## src/rtl/writeback_port_arbiter_if.sv

```systemverilog
`default_nettype none
// +------------------------------------------------------------------------+
// | writeback_port_arbiter_if                                              |
// | Writeback, load-return and register-file write bundle for the arbiter. |
// | Rev 1.0                                                                |
// +------------------------------------------------------------------------+
interface writeback_port_arbiter_if #(
  parameter int XLEN   = 32,
  parameter int ADDR_W = 5,
  parameter int DEPTH  = 4
);
  localparam int CW = $clog2(DEPTH) + 1;

  logic                   wb_valid_i;
  logic [ADDR_W-1:0]      wb_rd_i;
  logic [XLEN-1:0]        wb_data_i;
  logic                   mem_valid_i;
  logic [ADDR_W-1:0]      mem_rd_i;
  logic [XLEN-1:0]        mem_data_i;
  logic                   mem_ready_o;
  logic                   stall_o;
  logic                   rf_we_o;
  logic [ADDR_W-1:0]      rf_rd_o;
  logic [XLEN-1:0]        rf_wd_o;
  logic [2**ADDR_W-1:0]   pend_mask_o;
  logic [CW-1:0]          pend_cnt_o;

  modport master (
    output wb_valid_i, wb_rd_i, wb_data_i, mem_valid_i, mem_rd_i, mem_data_i,
    input  mem_ready_o, stall_o, rf_we_o, rf_rd_o, rf_wd_o, pend_mask_o, pend_cnt_o
  );

  modport slave (
    input  wb_valid_i, wb_rd_i, wb_data_i, mem_valid_i, mem_rd_i, mem_data_i,
    output mem_ready_o, stall_o, rf_we_o, rf_rd_o, rf_wd_o, pend_mask_o, pend_cnt_o
  );
endinterface
`default_nettype wire

```

## src/rtl/writeback_port_arbiter.sv

```systemverilog
`default_nettype none
// +------------------------------------------------------------------------+
// | writeback_port_arbiter                                                 |
// | Shares the RF write port between writeback and buffered load returns. |
// | Optional macro WB_BYPASS_EN: write load returns directly when idle.    |
// | Rev 1.0                                                                |
// +------------------------------------------------------------------------+
module writeback_port_arbiter #(
  parameter int XLEN      = 32,
  parameter int ADDR_W    = 5,
  parameter int DEPTH     = 4,
  parameter int MAX_DEFER = 3
) (
  input  wire logic                clk,
  input  wire logic                rst,
  writeback_port_arbiter_if.slave  bus
);
  localparam int PW = $clog2(DEPTH);
  localparam int CW = PW + 1;
  localparam int DW = (MAX_DEFER < 2) ? 1 : $clog2(MAX_DEFER + 1);
  localparam logic [CW-1:0] C_DEPTH     = CW'(DEPTH);
  localparam logic [DW-1:0] C_MAX_DEFER = DW'(MAX_DEFER);

  logic [ADDR_W-1:0] fifo_rd_q [DEPTH];
  logic [ADDR_W-1:0] fifo_rd_d [DEPTH];
  logic [XLEN-1:0]   fifo_wd_q [DEPTH];
  logic [XLEN-1:0]   fifo_wd_d [DEPTH];
  logic [DEPTH-1:0]  valid_q, valid_d;
  logic [PW-1:0]     wr_ptr_q, wr_ptr_d;
  logic [PW-1:0]     rd_ptr_q, rd_ptr_d;
  logic [CW-1:0]     count_q, count_d;
  logic [DW-1:0]     defer_q, defer_d;
  logic              rf_we_q, rf_we_d;
  logic [ADDR_W-1:0] rf_rd_q, rf_rd_d;
  logic [XLEN-1:0]   rf_wd_q, rf_wd_d;

  logic wb_req, fifo_req, full, force_grant;
  logic fifo_grant, wb_grant, mem_ready, bypass, enq;

  assign wb_req      = bus.wb_valid_i && (bus.wb_rd_i != '0);
  assign fifo_req    = (count_q != '0);
  assign full        = (count_q == C_DEPTH);
  assign force_grant = fifo_req && (defer_q == C_MAX_DEFER);
  assign fifo_grant  = fifo_req && (force_grant || !wb_req);
  assign wb_grant    = wb_req && !fifo_grant;
  assign mem_ready   = !rst && !full;

`ifdef WB_BYPASS_EN
  // An idle port lets a load return skip the FIFO entirely.
  assign bypass = !rst && !fifo_req && !wb_req && bus.mem_valid_i && (bus.mem_rd_i != '0);
`else
  assign bypass = 1'b0;
`endif

  assign enq = bus.mem_valid_i && mem_ready && (bus.mem_rd_i != '0) && !bypass;

  always_comb begin
    fifo_rd_d = fifo_rd_q;
    fifo_wd_d = fifo_wd_q;
    valid_d   = valid_q;
    wr_ptr_d  = wr_ptr_q;
    rd_ptr_d  = rd_ptr_q;
    if (enq) begin
      fifo_rd_d[wr_ptr_q] = bus.mem_rd_i;
      fifo_wd_d[wr_ptr_q] = bus.mem_data_i;
      valid_d[wr_ptr_q]   = 1'b1;
      wr_ptr_d            = wr_ptr_q + 1'b1;
    end
    if (fifo_grant) begin
      valid_d[rd_ptr_q] = 1'b0;
      rd_ptr_d          = rd_ptr_q + 1'b1;
    end
    count_d = count_q + CW'(enq) - CW'(fifo_grant);
  end

  // Defer only accumulates while the head is waiting behind writeback.
  always_comb begin
    defer_d = defer_q;
    if (!fifo_req || fifo_grant) begin
      defer_d = '0;
    end else if (defer_q != C_MAX_DEFER) begin
      defer_d = defer_q + 1'b1;
    end
  end

  always_comb begin
    rf_we_d = fifo_grant || wb_grant || bypass;
    rf_rd_d = rf_rd_q;
    rf_wd_d = rf_wd_q;
    if (fifo_grant) begin
      rf_rd_d = fifo_rd_q[rd_ptr_q];
      rf_wd_d = fifo_wd_q[rd_ptr_q];
    end else if (wb_grant) begin
      rf_rd_d = bus.wb_rd_i;
      rf_wd_d = bus.wb_data_i;
    end else if (bypass) begin
      rf_rd_d = bus.mem_rd_i;
      rf_wd_d = bus.mem_data_i;
    end
  end

  always_ff @(posedge clk) begin
    fifo_rd_q <= fifo_rd_d;
    fifo_wd_q <= fifo_wd_d;
  end

  always_ff @(posedge clk) begin
    if (rst) begin
      valid_q  <= '0;
      wr_ptr_q <= '0;
      rd_ptr_q <= '0;
      count_q  <= '0;
      defer_q  <= '0;
      rf_we_q  <= 1'b0;
      rf_rd_q  <= '0;
      rf_wd_q  <= '0;
    end else begin
      valid_q  <= valid_d;
      wr_ptr_q <= wr_ptr_d;
      rd_ptr_q <= rd_ptr_d;
      count_q  <= count_d;
      defer_q  <= defer_d;
      rf_we_q  <= rf_we_d;
      rf_rd_q  <= rf_rd_d;
      rf_wd_q  <= rf_wd_d;
    end
  end

  logic [2**ADDR_W-1:0] pend_mask;

  always_comb begin
    pend_mask = '0;
    for (int i = 0; i < DEPTH; i++) begin
      if (valid_q[i]) begin
        pend_mask[fifo_rd_q[i]] = 1'b1;
      end
    end
  end

  assign bus.mem_ready_o = mem_ready;
  assign bus.stall_o     = !rst && force_grant && wb_req;
  assign bus.rf_we_o     = rf_we_q;
  assign bus.rf_rd_o     = rf_rd_q;
  assign bus.rf_wd_o     = rf_wd_q;
  assign bus.pend_mask_o = pend_mask;
  assign bus.pend_cnt_o  = count_q;
endmodule
`default_nettype wire

```

## src/flat_wrapper.sv

```systemverilog
// flat-port wrapper written by rule: the top's interface ports become plain ports
module writeback_port_arbiter_flat 
#(
  parameter int XLEN      = 32,
  parameter int ADDR_W    = 5,
  parameter int DEPTH     = 4,
  parameter int MAX_DEFER = 3
)
  (clk, rst, bus_wb_valid_i, bus_wb_rd_i, bus_wb_data_i, bus_mem_valid_i, bus_mem_rd_i, bus_mem_data_i, bus_mem_ready_o, bus_stall_o, bus_rf_we_o, bus_rf_rd_o, bus_rf_wd_o, bus_pend_mask_o, bus_pend_cnt_o);
  writeback_port_arbiter_if #(.XLEN(XLEN), .ADDR_W(ADDR_W), .DEPTH(DEPTH)) bus_i ();
  input  wire logic clk;
  input  wire logic rst;
  input wire logic [$bits(bus_i.wb_valid_i)-1:0] bus_wb_valid_i;
  input wire logic [$bits(bus_i.wb_rd_i)-1:0] bus_wb_rd_i;
  input wire logic [$bits(bus_i.wb_data_i)-1:0] bus_wb_data_i;
  input wire logic [$bits(bus_i.mem_valid_i)-1:0] bus_mem_valid_i;
  input wire logic [$bits(bus_i.mem_rd_i)-1:0] bus_mem_rd_i;
  input wire logic [$bits(bus_i.mem_data_i)-1:0] bus_mem_data_i;
  output wire logic [$bits(bus_i.mem_ready_o)-1:0] bus_mem_ready_o;
  output wire logic [$bits(bus_i.stall_o)-1:0] bus_stall_o;
  output wire logic [$bits(bus_i.rf_we_o)-1:0] bus_rf_we_o;
  output wire logic [$bits(bus_i.rf_rd_o)-1:0] bus_rf_rd_o;
  output wire logic [$bits(bus_i.rf_wd_o)-1:0] bus_rf_wd_o;
  output wire logic [$bits(bus_i.pend_mask_o)-1:0] bus_pend_mask_o;
  output wire logic [$bits(bus_i.pend_cnt_o)-1:0] bus_pend_cnt_o;
  assign bus_i.wb_valid_i = bus_wb_valid_i;
  assign bus_i.wb_rd_i = bus_wb_rd_i;
  assign bus_i.wb_data_i = bus_wb_data_i;
  assign bus_i.mem_valid_i = bus_mem_valid_i;
  assign bus_i.mem_rd_i = bus_mem_rd_i;
  assign bus_i.mem_data_i = bus_mem_data_i;
  assign bus_mem_ready_o = bus_i.mem_ready_o;
  assign bus_stall_o = bus_i.stall_o;
  assign bus_rf_we_o = bus_i.rf_we_o;
  assign bus_rf_rd_o = bus_i.rf_rd_o;
  assign bus_rf_wd_o = bus_i.rf_wd_o;
  assign bus_pend_mask_o = bus_i.pend_mask_o;
  assign bus_pend_cnt_o = bus_i.pend_cnt_o;
  writeback_port_arbiter #(.XLEN(XLEN), .ADDR_W(ADDR_W), .DEPTH(DEPTH), .MAX_DEFER(MAX_DEFER)) u_core (.clk(clk), .rst(rst), .bus(bus_i));
endmodule
```

## config.mk

```make
export PLATFORM = sky130hd
export DESIGN_NAME = writeback_port_arbiter_flat
export DESIGN_NICKNAME = d
export VERILOG_FILES = /design/src/rtl/writeback_port_arbiter_if.sv /design/src/rtl/writeback_port_arbiter.sv /design/src/flat_wrapper.sv
export SDC_FILE = /design/constraint.sdc
export NUM_CORES = 1
export LEC_CHECK = 0
export ABC_AREA = 1
export ABC_CLOCK_PERIOD_IN_PS = 3950
export BUFFER_PORTS_ARGS = -buffer_cell sky130_fd_sc_hd__buf_2
export CELL_PAD_IN_SITES_DETAIL_PLACEMENT = 1
export CELL_PAD_IN_SITES_GLOBAL_PLACEMENT = 1
export CORE_ASPECT_RATIO = 0.75
export CORE_MARGIN = 2
export CORE_UTILIZATION = 45
export CTS_BUF_LIST = sky130_fd_sc_hd__clkbuf_4
export DETAILED_ROUTE_END_ITERATION = 10
export GPL_TIMING_DRIVEN = 0
export PLACE_DENSITY_LB_ADDON = 0.12
export SLEW_MARGIN = 20
export SYNTH_ARGS = -nofsm -noshare
export SYNTH_HDL_FRONTEND = slang
export SYNTH_SLANG_ARGS = --single-unit
```

## constraint.sdc

```tcl
create_clock -name clk -period 3.95 [get_ports clk]
set_input_delay 0.395 -clock clk [delete_from_list [all_inputs] [get_ports clk]]
set_output_delay 0.395 -clock clk [all_outputs]
set_load 0.1 [all_outputs]
```

After elaboration in Yosys (flattened, before gate mapping)
Index checks and enable logic that the tools add are counted.
- add/sub/neg operators: 5
- $lt $le $gt $ge: 15
- eq/ne operators: 3
- muxes and demuxes: 34
- bitwise gates (word level): 8
- reduce and logical (&&, ||, !) cells: 29
- operator list (kind ; number):
    two-way mux 32 bit ; 9
    bitwise mux 128 bit ; 1
    bitwise OR 32 bit ; 3
    binary-select mux 32 bit (select 2 bit) ; 1
    demux 32 bit (select 2 bit) ; 1
    two-way mux 5 bit ; 5
    < comparator 5 x 6 -> 1 bit (second input constant) ; 4
    bitwise mux 20 bit ; 1
    demux 1 bit (select 5 bit) ; 4
    >= comparator 5 x 1 -> 1 bit (second input constant) ; 4
    logical AND 1 bit ; 16
    binary-select mux 5 bit (select 2 bit) ; 1
    demux 5 bit (select 2 bit) ; 1
    nonzero test 5 bit ; 2
    two-way mux 4 bit ; 2
    adder 2 x 1 -> 2 bit (second input constant) ; 3
    >= comparator 3 bit (second input constant) ; 2
    < comparator 2 x 3 -> 1 bit (second input constant) ; 2
    two-way mux 1 bit ; 6
    NOT 2 -> 3 bit ; 2
    zero test 1 bit ; 5
    bitwise AND 4 bit ; 1
    demux 1 bit (select 2 bit) ; 2
    >= comparator 2 x 1 -> 1 bit (second input constant) ; 2
    other kinds (12) ; 14
- bits in registers: 199
- output and inout bits: 75
- word-level logic and storage cells: 110

Longest topological paths before layout
- depth in word-level cells: 11
- mapped depth: 12

Worst setup path after synthesis
No wires, ideal clock.
- path type: flip-flop to output port
- start point: reg u_core.count_q[2], in the netlist u_core.bus.pend_cnt_o[2]
- end point: out bus_stall_o
- arrival: 3508 ps
- setup slack: 47 ps
- stages on the path, launching flop included: 5
- buffers on the path: 0
- path through: dfxtp_1 inv_1 nand3_4 nand2_4 nor3_1
- longest elaborated chain between the ends: 4
- RTL lines (element ; line ; text):
    start, declared ; writeback_port_arbiter.sv:31 ; logic [CW-1:0] count_q, count_d;
    start signal, assigned ; writeback_port_arbiter.sv:121 ; count_q <= count_d;
    nonzero test 3 bit ; writeback_port_arbiter.sv:41 ; assign fifo_req = (count_q != '0);
    logical AND 1 bit ; writeback_port_arbiter.sv:43 ; assign force_grant = fifo_req && (defer_q == C_MAX_DEFER);
    logical AND 1 bit (2 in a row) ; writeback_port_arbiter.sv:141 ; assign bus.stall_o = !rst && force_grant && wb_req;
    end, declared ; flat_wrapper.sv:20 ; output wire logic [$bits(bus_i.stall_o)-1:0] bus_stall_o;
No other way between the ends.

Worst setup path after layout
- start point: reg u_core.fifo_rd_q[11] in the netlist's numbering
- end point: out bus_pend_mask_o[25]
- longest elaborated chain between the ends: 10
- RTL lines (element ; line ; text):
    start, declared ; writeback_port_arbiter.sv:24 ; logic [ADDR_W-1:0] fifo_rd_q [DEPTH];
    start signal, assigned ; writeback_port_arbiter.sv:103 ; fifo_rd_q <= fifo_rd_d;
    < comparator 5 x 6 -> 1 bit (implied by the code) or >= comparator 5 x 1 -> 1 bit (tied branches) ; writeback_port_arbiter.sv:135 ; pend_mask[fifo_rd_q[i]] = 1'b1;
    logical AND 1 bit (implied by the code) ; writeback_port_arbiter.sv:135 ;
    two-way mux 1 bit (implied by the code) ; writeback_port_arbiter.sv:135 ;
    demux 1 bit (select 5 bit) (*) ; - ;
    bitwise OR 32 bit (no source line) (*) ; - ;
    two-way mux 32 bit (*) ; writeback_port_arbiter.sv:134 ; if (valid_q[i]) begin
    bitwise OR 32 bit (no source line) ; - ;
    two-way mux 32 bit (*) ; writeback_port_arbiter.sv:134 ;
    bitwise OR 32 bit (no source line) ; - ;
    two-way mux 32 bit (*) ; writeback_port_arbiter.sv:134 ;
    end, declared ; flat_wrapper.sv:24 ; output wire logic [$bits(bus_i.pend_mask_o)-1:0] bus_pend_mask_o;
Mark *: on every way between the ends. The rest lies on a longest branch, timed or not.

==> metrics.log <==
[metrics] routed wire length per instance: 21.0 microns
[metrics] DIE AREA: 0.0218 sq mm
[metrics] Data arrival, critical path: 2.48 ns
[metrics] Vias per Instance: 5.68
[metrics] fraction of the yosys area taken by sequential cells: 0.589
[metrics] Final Skew: 0.0276 ns
[metrics] Setup Viol. Count Final: 0
[metrics] fraction of final layout cells sized beyond drive strength 1: 0.195
[metrics] final standard cell count with taps included and fillers excluded: 1,484
[metrics] first drt pass iteration count: 5
[metrics] Worst IR Drop VDD: 0.323 mV
[metrics] final-stage net count: 1,302
[metrics] worst max-slew margin expressed relative to the limit: 0.494
[metrics] aggregate global routing overflow: 0
[metrics] Final Hold Fails: 0
[metrics] via count of the first global-routing pass: 8,266
[metrics] clk_lat worst skew: 0.62 ns
[metrics] critical path required time: 3.56 ns
[metrics] I/O pin count: 153
[metrics] Max Root-Sink Buffers: 2
[metrics] horizontal die dimension: 170 microns
[metrics] Synth Cell Area: 0.00929 sq mm
[metrics] crit path capture type: output port
[metrics] H-tree levels: 4
[metrics] number of synthesis warnings: 0
[metrics] register clock-pin slew on the reported worst setup and hold paths: 0.18 ns
[metrics] area inside the core boundary: 0.0202 sq mm
[metrics] placed cell count: 1,414
[metrics] largest net degree at the start of global routing: 24
[metrics] category of cells accounting for the largest share of critical-path delay: buffers and inverters
[metrics] Leakage Power: 0.00493 uW
[metrics] IO buf count: 152
[metrics] total power per unit cell area: 642 mW/mm^2
[metrics] HPWL after detailed placement: 22,600 microns
[metrics] Hold/Removal Path Class: in -> reg
[metrics] series of cell instances along the critical path: inv_1 -> nand3_1 -> o22ai_1 -> nor2_1 -> o21ai_0 -> buf_2
[metrics] drt initial violations: 767
[metrics] number of buffers inserted during clock tree synthesis: 17
[metrics] die outline height: 128 microns
[metrics] startpoint class of the critical path: flip-flop
[metrics] total power consumption of the routed design: 7200 uW
[metrics] CP peak stage delay: 0.48 ns
[metrics] net count after synthesis: 1,089
[metrics] buffer cell driving the clock tree root: sky130_fd_sc_hd__clkbuf_4
[metrics] std cell rows: 45
[metrics] TritonCTS clock tree: yes
[metrics] clock period minus worst slack: 2.87 ns
[metrics] storage element area: 0.00547 sq mm
[metrics] Residual DRC: 0
[metrics] Max-Cap Viols: 0
[metrics] post-route ant nets: 0
[metrics] area occupied by multi-input gates: 0.00326 sq mm
[metrics] number of antenna violations at the first check in global routing: 1
[metrics] post-CTS resize count: 0
[metrics] slowest cell on the critical path: sky130_fd_sc_hd__edfxtp_1
[metrics] setup repair after global routing missed its margin: no
[metrics] Post-Syn Instances: 999
[metrics] wire length reported by the detailed router: 31,100 microns
[metrics] total number of vias: 8,423
[metrics] highest attainable clock frequency: 348 MHz
[metrics] Syn-to-layout area delta: 20.7%
[metrics] overall routing resource usage: 0.292
[metrics] worst setup path category: reg -> out
[metrics] Worst Max-Slew Pin Slew: 0.757 ns
[metrics] synthesized flop and latch total: 199
[metrics] Setup Buffers After CTS: 0
[metrics] Mean Syn Cell Area: 9.29 sq um
[metrics] fill count: 2,362
[metrics] count of cell types in the netlist: 31
[metrics] CP Max Fanout: 8
[metrics] run status: finished, final reports clean
[metrics] global-route wire length before repair: 47,500 microns
[metrics] number of clock sinks: 199
[metrics] Buffers & Inverters on Critical Path: 2
[metrics] starting utilization of the core area: 0.459
[metrics] count of final max-slew check failures: 0
[metrics] routability-driven placement congestion ratio: 0.966
[metrics] final critical-path share of the clock period: 0.728
-- metal layers --
layer / share of wire / vias up / track usage
met5: 0 / - / 0
met4: 0.017 / 0 / 0.0799
met3: 0.082 / 41 / 0.0557
met2: 0.43 / 348 / 0.437
met1: 0.47 / 4125 / 0.435
li1: - / 3909 / -
-- sequential cells by signal, summed over array words and instances (netlist names) --
register / flops
u_core.bus.rf_rd_o: 5
u_core.bus.rf_wd_o: 32
u_core.defer_q: 2
u_core.bus.pend_cnt_o: 3
u_core.bus.rf_we_o: 1
u_core.fifo_rd_q: 20
u_core.valid_q: 4
u_core.wr_ptr_q: 2
u_core.fifo_wd_q: 128
u_core.rd_ptr_q: 2
-- cells in the mapped netlist --
library cell,count,area [sq um]
sky130_fd_sc_hd__or2_2,4,25.0
sky130_fd_sc_hd__a21oi_2,1,8.76
sky130_fd_sc_hd__nand3_2,1,10.0
sky130_fd_sc_hd__nor2_2,1,6.26
sky130_fd_sc_hd__o21ai_0,20,100
sky130_fd_sc_hd__buf_1,7,26.3
sky130_fd_sc_hd__nand2_4,2,22.5
sky130_fd_sc_hd__nand3b_1,1,7.51
sky130_fd_sc_hd__nand2_1,247,927
sky130_fd_sc_hd__mux2i_1,1,10.0
sky130_fd_sc_hd__buf_4,6,45.0
sky130_fd_sc_hd__nor2_1,75,282
sky130_fd_sc_hd__xor2_1,2,17.5
sky130_fd_sc_hd__edfxtp_1,148,4440
sky130_fd_sc_hd__nor3_1,1,5.00
sky130_fd_sc_hd__o22ai_1,8,50.1
sky130_fd_sc_hd__inv_2,6,22.5
sky130_fd_sc_hd__clkbuf_1,13,48.8
sky130_fd_sc_hd__a22oi_1,2,15.0
sky130_fd_sc_hd__a21oi_1,28,140
sky130_fd_sc_hd__buf_2,23,115
sky130_fd_sc_hd__o22a_1,4,35.0
sky130_fd_sc_hd__ha_1,11,138
sky130_fd_sc_hd__nand3_4,2,35.0
sky130_fd_sc_hd__dfxtp_1,51,1020
sky130_fd_sc_hd__fa_1,1,20.0
sky130_fd_sc_hd__o221ai_1,27,236
sky130_fd_sc_hd__nand3_1,178,891
sky130_fd_sc_hd__nor4_1,2,12.5
sky130_fd_sc_hd__inv_1,88,330
sky130_fd_sc_hd__nand4_1,38,238
-- what timing repair did --
action | in CTS | in global routing
hold buffers | 36 | 1
endpoints found under the setup margin | 0 | 0
endpoints found under the hold margin | 130 | 4
-- metrics by stage --
stage          worst slack, ns  utilization  area [sq um]  setup TNS (ns)  hold slack (ns)
5_1_grt                  0.995        0.555         11200               0           0.0116
6_report                  1.08        0.555         11200               0           0.0498
3_3_place_gp            -0.776        0.513         10400         -104.60            0.461
4_1_cts                   1.08        0.554         11200               0         0.000131
3_5_place_dp              1.07        0.521         10500               0            0.466
2_1_floorplan           0.0468            -          9290               0            0.474
-- kinds of logic (layout without fill, tap and decap cells) --
kind of cell	Yosys count	in the layout	synth area share
AOI/OAI and AO/OA	90	90	0.0631
other	0	1	0
muxes	1	1	0.00108
adders and majority gates	12	12	0.0170
xor gates and xnor gates	2	2	0.00189
DFF	199	199	0.589
buffers and inverters	143	369	0.0633
and+or+nand+nor	552	552	0.265
-- power breakdown --
group          leakage, uW  internal (uW)  switching (uW)  total, uW
combinational      0.00300            683            2700       3390
sequential         0.00176           2500             153       2650
clock             0.000171            319             841       1160
total              0.00493           3500            3700       7200
-- layout by cell type, fill, tap and decap left out, drive strengths merged, types with 11 or more instances in the layout --
master and count:
o221ai 27, edfxtp 148, nand3 181, buf 193, clkbuf 30, nand4 38, o21ai 20, dfxtp 51
nand2 249, ha 11, a21oi 29, nor2 76, dlygate4sd3 37, inv 105
-- final cells by class --
cell class	count	share of cell area
antenna	1	0.000223
buffer	49	0.0210
clock buffer	17	0.0114
clock inverter	15	0.0169
inverter	94	0.0315
multi-input combinational	657	0.291
sequential	199	0.487
tap	258	0.0288
timing repair buffer	194	0.112
-- final timing paths --
path,depth (start not counted),startpoint,slack [ns],end
max,6,u_core.fifo_rd_q[11],1.08,bus_pend_mask_o[25]
min,1,bus_mem_data_i[19],0.05,u_core.fifo_wd_q[19]
max reg2reg,12,u_core.bus.pend_cnt_o[1],1.23,u_core.bus.pend_cnt_o[2]
min reg2reg,2,u_core.bus.rf_wd_o[6],0.49,u_core.bus.rf_wd_o[6]
(Power assumes the default switching activity.)
